<file path="config.mk">
export PLATFORM = sky130hd
export DESIGN_NAME = fb_arbiter_flat
export DESIGN_NICKNAME = d
export VERILOG_FILES = /design/src/rtl/fb_arbiter_if.sv /design/src/rtl/fb_arbiter.sv /design/src/flat_wrapper.sv
export SDC_FILE = /design/constraint.sdc
export NUM_CORES = 1
export LEC_CHECK = 0
export ABC_CLOCK_PERIOD_IN_PS = 4600
export CAP_MARGIN = 10
export CORE_ASPECT_RATIO = 1.1
export CORE_MARGIN = 5
export CORE_UTILIZATION = 50
export CTS_CLUSTER_DIAMETER = 40
export DETAILED_ROUTE_END_ITERATION = 8
export DONT_BUFFER_PORTS = 1
export GPL_ROUTABILITY_DRIVEN = 0
export SLEW_MARGIN = 20
export SYNTH_ARGS = -nofsm -noshare
export SYNTH_HDL_FRONTEND = slang
export SYNTH_SLANG_ARGS = --single-unit
</file>
<file path="constraint.sdc">
create_clock -name i_clk -period 4.6 [get_ports i_clk]
set_input_delay 0.69 -clock i_clk [delete_from_list [all_inputs] [get_ports i_clk]]
set_output_delay 0.69 -clock i_clk [all_outputs]
set_load 0.02 [all_outputs]
</file>
<file path="src/rtl/fb_arbiter_if.sv">
// Framebuffer arbiter bus: reader, writer and RAM-side signals.
// slave = arbiter side, master = client/environment side.
interface fb_arbiter_if #(
  parameter int ADDR_WIDTH = 10,
  parameter int DATA_WIDTH = 4,
  parameter int FIFO_AW    = 2
);
  logic                  i_rd_req;
  logic [ADDR_WIDTH-1:0] i_rd_addr;
  logic                  o_rd_valid;
  logic [DATA_WIDTH-1:0] o_rd_data;
  logic                  i_wr_valid;
  logic [ADDR_WIDTH-1:0] i_wr_addr;
  logic [DATA_WIDTH-1:0] i_wr_data;
  logic                  o_wr_ready;
  logic [FIFO_AW:0]      o_wr_level;
  logic                  o_wr_idle;
  logic [ADDR_WIDTH-1:0] o_ram_addr;
  logic [DATA_WIDTH-1:0] o_ram_data;
  logic                  o_ram_write_en;
  logic [DATA_WIDTH-1:0] i_ram_data;

  modport slave (
    input  i_rd_req, i_rd_addr,
    output o_rd_valid, o_rd_data,
    input  i_wr_valid, i_wr_addr, i_wr_data,
    output o_wr_ready, o_wr_level, o_wr_idle,
    output o_ram_addr, o_ram_data, o_ram_write_en,
    input  i_ram_data
  );

  modport master (
    output i_rd_req, i_rd_addr,
    input  o_rd_valid, o_rd_data,
    output i_wr_valid, i_wr_addr, i_wr_data,
    input  o_wr_ready, o_wr_level, o_wr_idle,
    input  o_ram_addr, o_ram_data, o_ram_write_en,
    output i_ram_data
  );
endinterface

</file>
<file path="src/rtl/fb_arbiter.sv">
// Single-port framebuffer arbiter: VGA reader has priority, writer queued.
// Define FB_ARBITER_STALL_CNT_EN to build the writer stall counter.
module fb_arbiter #(
  parameter int ADDR_WIDTH = 10,
  parameter int DATA_WIDTH = 4,
  parameter int FIFO_AW    = 2
) (
  input  logic        i_clk,
  input  logic        i_rst_n,
  fb_arbiter_if.slave bus,
  output logic [15:0] o_stall_cnt
);

  localparam int DEPTH = 1 << FIFO_AW;

  typedef enum logic [1:0] {
    GNT_IDLE,
    GNT_READ,
    GNT_WRITE
  } grant_e;

  grant_e grant;

  logic [FIFO_AW:0]      wr_ptr;
  logic [FIFO_AW:0]      rd_ptr;
  logic [FIFO_AW:0]      level;
  logic                  empty;
  logic                  full;
  logic                  push;
  logic                  pop;
  logic                  rd_valid_q;
  logic [ADDR_WIDTH-1:0] fifo_addr [DEPTH];
  logic [DATA_WIDTH-1:0] fifo_data [DEPTH];
  logic [ADDR_WIDTH-1:0] head_addr;
  logic [DATA_WIDTH-1:0] head_data;

  assign level = wr_ptr - rd_ptr;
  assign full  = level[FIFO_AW];
  assign empty = (level == '0);

  // No bypass when full: ready comes only from registered occupancy
  assign push = bus.i_wr_valid & ~full;

  assign head_addr = fifo_addr[rd_ptr[FIFO_AW-1:0]];
  assign head_data = fifo_data[rd_ptr[FIFO_AW-1:0]];

  always_comb begin
    grant = GNT_IDLE;
    unique case (1'b1)
      bus.i_rd_req:           grant = GNT_READ;
      !bus.i_rd_req && !empty: grant = GNT_WRITE;
      default:                grant = GNT_IDLE;
    endcase
  end

  assign pop = (grant == GNT_WRITE);

  always_ff @(posedge i_clk or negedge i_rst_n) begin
    if (!i_rst_n) begin
      wr_ptr     <= '0;
      rd_ptr     <= '0;
      rd_valid_q <= 1'b0;
    end else begin
      if (push) wr_ptr <= wr_ptr + 1'b1;
      if (pop)  rd_ptr <= rd_ptr + 1'b1;
      rd_valid_q <= (grant == GNT_READ);
    end
  end

  always_ff @(posedge i_clk) begin
    if (push) begin
      fifo_addr[wr_ptr[FIFO_AW-1:0]] <= bus.i_wr_addr;
      fifo_data[wr_ptr[FIFO_AW-1:0]] <= bus.i_wr_data;
    end
  end

  assign bus.o_ram_write_en = pop;
  assign bus.o_ram_addr     = pop ? head_addr : bus.i_rd_addr;
  assign bus.o_ram_data     = head_data;
  assign bus.o_rd_valid     = rd_valid_q;
  assign bus.o_rd_data      = bus.i_ram_data;
  assign bus.o_wr_ready     = ~full;
  assign bus.o_wr_level     = level;
  assign bus.o_wr_idle      = empty & ~pop;

`ifdef FB_ARBITER_STALL_CNT_EN
  logic [15:0] stall_q;

  always_ff @(posedge i_clk or negedge i_rst_n) begin
    if (!i_rst_n) begin
      stall_q <= '0;
    end else if (bus.i_rd_req && !empty
                 && stall_q != 16'hFFFF) begin
      stall_q <= stall_q + 16'd1;
    end
  end

  assign o_stall_cnt = stall_q;
`else
  assign o_stall_cnt = '0;
`endif

endmodule
</file>
<file path="src/flat_wrapper.sv">
// flat-port wrapper written by rule: the top's interface ports become plain ports
module fb_arbiter_flat 
#(
  parameter int ADDR_WIDTH = 10,
  parameter int DATA_WIDTH = 4,
  parameter int FIFO_AW    = 2
)
  (i_clk, i_rst_n, o_stall_cnt, bus_i_rd_req, bus_i_rd_addr, bus_o_rd_valid, bus_o_rd_data, bus_i_wr_valid, bus_i_wr_addr, bus_i_wr_data, bus_o_wr_ready, bus_o_wr_level, bus_o_wr_idle, bus_o_ram_addr, bus_o_ram_data, bus_o_ram_write_en, bus_i_ram_data);
  fb_arbiter_if #(.ADDR_WIDTH(ADDR_WIDTH), .DATA_WIDTH(DATA_WIDTH), .FIFO_AW(FIFO_AW)) bus_i ();
  input  logic i_clk;
  input  logic i_rst_n;
  output logic [15:0] o_stall_cnt;
  input wire logic [$bits(bus_i.i_rd_req)-1:0] bus_i_rd_req;
  input wire logic [$bits(bus_i.i_rd_addr)-1:0] bus_i_rd_addr;
  output wire logic [$bits(bus_i.o_rd_valid)-1:0] bus_o_rd_valid;
  output wire logic [$bits(bus_i.o_rd_data)-1:0] bus_o_rd_data;
  input wire logic [$bits(bus_i.i_wr_valid)-1:0] bus_i_wr_valid;
  input wire logic [$bits(bus_i.i_wr_addr)-1:0] bus_i_wr_addr;
  input wire logic [$bits(bus_i.i_wr_data)-1:0] bus_i_wr_data;
  output wire logic [$bits(bus_i.o_wr_ready)-1:0] bus_o_wr_ready;
  output wire logic [$bits(bus_i.o_wr_level)-1:0] bus_o_wr_level;
  output wire logic [$bits(bus_i.o_wr_idle)-1:0] bus_o_wr_idle;
  output wire logic [$bits(bus_i.o_ram_addr)-1:0] bus_o_ram_addr;
  output wire logic [$bits(bus_i.o_ram_data)-1:0] bus_o_ram_data;
  output wire logic [$bits(bus_i.o_ram_write_en)-1:0] bus_o_ram_write_en;
  input wire logic [$bits(bus_i.i_ram_data)-1:0] bus_i_ram_data;
  assign bus_i.i_rd_req = bus_i_rd_req;
  assign bus_i.i_rd_addr = bus_i_rd_addr;
  assign bus_o_rd_valid = bus_i.o_rd_valid;
  assign bus_o_rd_data = bus_i.o_rd_data;
  assign bus_i.i_wr_valid = bus_i_wr_valid;
  assign bus_i.i_wr_addr = bus_i_wr_addr;
  assign bus_i.i_wr_data = bus_i_wr_data;
  assign bus_o_wr_ready = bus_i.o_wr_ready;
  assign bus_o_wr_level = bus_i.o_wr_level;
  assign bus_o_wr_idle = bus_i.o_wr_idle;
  assign bus_o_ram_addr = bus_i.o_ram_addr;
  assign bus_o_ram_data = bus_i.o_ram_data;
  assign bus_o_ram_write_en = bus_i.o_ram_write_en;
  assign bus_i.i_ram_data = bus_i_ram_data;
  fb_arbiter #(.ADDR_WIDTH(ADDR_WIDTH), .DATA_WIDTH(DATA_WIDTH), .FIFO_AW(FIFO_AW)) u_core (.i_clk(i_clk), .i_rst_n(i_rst_n), .bus(bus_i), .o_stall_cnt(o_stall_cnt));
endmodule
</file>
## After elaboration in Yosys (flattened, before gate mapping)

Memory sizes are Yosys's and may differ from the RTL's.
Cells that the tools add are included.

- Multiplexer cells: 4
- Add/sub/neg operators: 3
- Reductions and logical operators: 4
- Bitwise logic cells: 4
- Equality and inequality tests: 2

Operators with widths:

| operator | number |
|---|---|
| 10-bit two-way mux | 1 |
| 3-bit by 1-bit adder with 3-bit output (second input constant) | 2 |
| 2-bit one-hot mux with 2 select lines | 1 |
| 3-bit zero test | 1 |
| 3-bit subtractor | 1 |
| 1-bit bitwise AND | 2 |
| 2-bit by 1-bit == test with 1-bit output (second input constant) | 1 |
| 2-bit == test (second input constant) | 1 |
| 1-bit zero test | 2 |
| 1-bit two-way mux | 2 |
| 1-bit inverter | 2 |
| 1-bit logical AND | 1 |

- Input bits: 32
- Register bits after elaboration: 7
- Memory bits (writable): 56
- Memories: 2
- Output and inout port bits: 41
- Logic and storage cells: 22

Memory list:

| memory | words | bits a word | rd ports | clocked after Yosys merged registers in | wr ports | RTL line | text |
|---|---|---|---|---|---|---|---|
| u_core.fifo_addr | 4 | 10 | 1 | 0 | 1 | fb_arbiter.sv:32 | `logic [ADDR_WIDTH-1:0] fifo_addr [DEPTH];` |
| u_core.fifo_data | 4 | 4 | 1 | 0 | 1 | fb_arbiter.sv:33 | `logic [DATA_WIDTH-1:0] fifo_data [DEPTH];` |

## Depth between registers and ports, before layout

- Depth after elaboration: 8
- Gate-level depth with buffers: 7
- Depth with buffers taken out: 6

## Worst setup path before layout

Ideal clock, no wire load.

- Path type: register -> output
- Start: reg u_core.wr_ptr[0]
- End: out bus_o_ram_addr[1]
- Arrival time: 2.291 ns
- Path slack: 1.619 ns
- Stages on the path, launching flop included: 8
- Cell sequence: dfrtp_1 > inv_1 > ha_1 > fa_1 > xnor3_2 > a31oi_4 > buf_12 > mux2_4

- Cells in the longest elaborated chain, start to end: 7

RTL lines:

| item | RTL line | text |
|---|---|---|
| from (decl) | fb_arbiter.sv:24 | `logic [FIFO_AW:0] wr_ptr;` |
| from (signal assigned) | fb_arbiter.sv:64 | `if (push) wr_ptr <= wr_ptr + 1'b1;` |
| 3-bit subtractor | fb_arbiter.sv:37 | `assign level = wr_ptr - rd_ptr;` |
| 3-bit zero test | fb_arbiter.sv:39 | `assign empty = (level == '0);` |
| 1-bit zero test | fb_arbiter.sv:51 | `!bus.i_rd_req && !empty: grant = GNT_WRITE;` |
| 1-bit logical AND | fb_arbiter.sv:51 |  |
| 2-bit one-hot mux with 2 select lines | fb_arbiter.sv:49 | `unique case (1'b1)` |
| 2-bit == test | fb_arbiter.sv:56 | `assign pop = (grant == GNT_WRITE);` |
| named net bus_o_ram_write_en | flat_wrapper.sv:25 | `output wire logic [$bits(bus_i.o_ram_write_en)-1:0] bus_o_ram_write_en;` |
| 10-bit two-way mux | fb_arbiter.sv:78 | `assign bus.o_ram_addr = pop ? head_addr : bus.i_rd_addr;` |
| to (decl) | flat_wrapper.sv:23 | `output wire logic [$bits(bus_i.o_ram_addr)-1:0] bus_o_ram_addr;` |

The timed path passes the listed nets, and every way through them passes these cells.

## Final worst setup path

- Start: reg u_core.rd_ptr[1]
- End: out bus_o_ram_addr[0]

- Cells in the longest elaborated chain, start to end: 7
- Elaborated cells on any way between the ends: 8
- Those cells by class: 1 x add/sub; 1 x eq/ne; 2 x mux; 3 x reduce/logical; 1 x memory

RTL lines:

| item | RTL line | text |
|---|---|---|
| from (decl) | fb_arbiter.sv:25 | `logic [FIFO_AW:0] rd_ptr;` |
| from (signal assigned) | fb_arbiter.sv:65 | `if (pop) rd_ptr <= rd_ptr + 1'b1;` |
| 3-bit subtractor | fb_arbiter.sv:37 |  |
| 3-bit zero test | fb_arbiter.sv:39 |  |
| 1-bit zero test | fb_arbiter.sv:51 |  |
| 1-bit logical AND | fb_arbiter.sv:51 |  |
| 2-bit one-hot mux with 2 select lines | fb_arbiter.sv:49 |  |
| 2-bit == test | fb_arbiter.sv:56 |  |
| named net bus_o_ram_write_en | flat_wrapper.sv:25 |  |
| 10-bit two-way mux | fb_arbiter.sv:78 |  |

The timed path passes the listed nets, and every way through them passes these cells.

==> summary.md <==
| Metric | Value |
|---|---|
| Reg2reg end | `u_core.rd_ptr[1]` |
| Ys flop type | `edfxtp_1` |
| Post-synth EDFFs | `56` |
| Wirelength per Cell | `19.9 um` |
| Register area share after synthesis | `0.668` |
| Sw Share | `0.364` |
| Final-report hold violation count | `0` |
| Fin nets | `182` |
| Fin. max-slew vios | `0` |
| Critical R2R Launch | `u_core.rd_ptr[1]` |
| Synthesized area per cell | `19.7 um^2` |
| Relative slew margins | `0.470` |
| Seq pwr share | `0.380` |
| Max Used Layer | `met4` |
| Largest net degree at the start of global routing | `18` |
| Final setup viols | `0` |
| Max Fclk | `250 MHz` |
| Depth of the most critical reg-to-reg path | `4` |
| Distinct cells, synth | `21` |
| Vias in the first global route | `1259` |
| Setup Crit Path Kind | `flop to output pin` |
| Clk buf depth | `2` |
| Fraction of registers with async set or reset after synthesis | `0.111` |
| Most frequent cells in the layout | `edfxtp_1, conb_1, mux4_2` |
| Mapped Area | `2780 um^2` |
| GRT Overall Usage | `0.137` |
| Commonest non-fill, non-tap cell in the layout | `edfxtp_1` |
| Outcome | `finished clean` |
| Final Hold Slack | `49.1 ps` |
| Grt total ovfl | `0` |
| Psw | `825 uW` |
| DR WL met2 | `2.27 mm` |
| Worst-path clk slew | `60 ps` |
| Initial Util | `0.515` |
| Starting DRT DRC Count | `43` |
| Chip width | `81.1 um` |
| Root Buffer | `clkbuf_8` |
| Total power per unit cell area | `769 nW/um^2` |
| Cell leakage power | `1.06 nW` |
| Clock power frac | `0.217` |
| Layout cells sized above 1 | `0.304` |
| Min Tclk post-route | `4000 ps` |
| CTS tree | `yes` |
| Register bit total from synthesis | `63` |
| Total CTS buffers | `9` |
| Met3 wire len | `352 um` |
| Hold WC Path Type | `input pin to asynchronous set/reset pin` |
| R2R setup slack | `1570 ps` |
| Core area | `5400 um^2` |
| Clk Latency, worst-skew pair | `330 ps` |
| Die Height | `88.2 um` |
| First-pass GRT wire length | `6.67 mm` |
| Area Growth Syn to Fin | `6.22%` |
| Startpoint types | `flop` |
| Least-Margin Pin Slew | `795 ps` |
| Peak VDD IR | `0.000477 V` |
| Crit-path max FO | `17` |
| Antenna violations before repair | `0` |
| Final WL | `4.45 mm` |
| Comb pwr share | `0.402` |
| Number of diodes | `0` |
| Critical path arrival | `3310 ps` |
| First-pass iteration count of the detailed router | `3` |
| Worst Skew | `5.21 ps` |
| DRT antenna net count | `0` |
| Pre-CTS setup slack | `917 ps` |
| Yosys warns | `0` |
| Unrepaired setup endpoints after global routing | `no` |
| Syn Inst Count | `141` |
| Total power | `2.27 mW` |
| DR vias | `1153` |
| CTS H-tree depth | `3` |
| CP Data Required Time | `3910 ps` |
| Port bufs | `0` |
| Internal Power | `1.44 mW` |
| Vias per cell | `5.17` |
| Hpwl dp | `2.84 mm` |
| Crit end category | `output pin` |
| Met1 wire length | `1.74 mm` |
| Hold buffers post-CTS | `0` |
| Period utilization | `0.870` |
| Setup Buffers After CTS | `0` |
| Setup ws final | `600 ps` |
| Post_cts resized | `0` |
| Clock sink total | `63` |
| Die area | `7150 um^2` |
| Io pins | `73` |
| # DRC | `0` |
| Max cap viols | `0` |
| Num rows | `28` |
| Setup_tns | `0 ps` |
[how the worst max path moves through the flow]
| stage | depth (start not counted) | end | start |
|---|---|---|---|
| after floorplan | 7 | bus_o_ram_addr[1] | u_core.wr_ptr[0] |
| after global placement | 4 | bus_o_ram_addr[0] | u_core.rd_ptr[1] |
| after detailed placement | 4 | bus_o_ram_addr[9] | u_core.rd_ptr[1] |
| after CTS | 4 | bus_o_ram_addr[9] | u_core.rd_ptr[1] |
| after global routing | 4 | bus_o_ram_addr[9] | u_core.rd_ptr[1] |
| final | 4 | bus_o_ram_addr[0] | u_core.rd_ptr[1] |
[synthesized netlist by cell type, drive strengths merged, types with 2 or more instances]
master	count	area, um^2
ha	6	75.1
xor2	3	26.3
edfxtp	56	1680
and3	4	30.0
mux4	14	315
buf	23	180
mux2	12	165
clkbuf	2	7.51
dfrtp	7	175
inv	6	22.5
[state kept, by name, summed over array words and instances (netlist names)]
register	cells
u_core.bus.o_rd_valid	1
u_core.fifo_addr	40
u_core.fifo_data	16
u_core.rd_ptr	3
u_core.wr_ptr	3
[worst max-delay path: stages, from the launching register on]
cell	delay, ps
dfrtp_1	680
fa_1	560
xnor3_2	540
a31oi_4	720
mux2_2	470
[cells by family (layout without fill, tap and decap cells)]
kind of cell,after synthesis,count (layout),share of synthesized area
adders and majority gates,7,7,0.0342
buffers and inverters,31,23,0.0757
and+or+nand+nor,6,6,0.0153
other,1,16,0.00135
muxes,26,26,0.173
AOI/OAI and AO/OA,2,2,0.0108
DFF,63,63,0.668
xor gates and xnor gates,5,5,0.0212
[area by class of cell]
cell class | instances | area [um^2]
inverters | 6 | 22.5
clock buffers | 10 | 128
flip-flops and latches | 63 | 1860
multi-input cells | 62 | 767
clock inverters | 6 | 75.1
fillers | 431 | 2440
well taps | 75 | 93.8
repair buffers | 1 | 7.51
[metal layers]
| layer | GRT usage | vias to the layer above |
|---|---|---|
| li1 | - | 509 |
| met1 | 0.154 | 584 |
| met2 | 0.229 | 47 |
| met3 | 0.0494 | 13 |
| met4 | 0.0691 | 0 |
| met5 | 0 | - |
[stage by stage]
stage | cell area (um^2) | cells | utilization
floorplan | 2830 | 156 | -
global placement | 2750 | 207 | 0.509
detailed placement | 2750 | 207 | 0.509
CTS | 2950 | 223 | 0.547
global route | 2950 | 223 | 0.547
finish | 2950 | 223 | 0.547
[power groups by stage]
stage               registers (mW)  clock network, mW  logic, mW
global placement             0.870                  0      0.917
CTS                          0.866              0.502      0.935
detailed placement           0.878                  0      0.927
floorplan                    0.839                  0      0.841
global route                 0.879              0.529      0.980
finish                       0.863              0.493      0.913
Note: power is estimated with default switching activity, not from simulation.
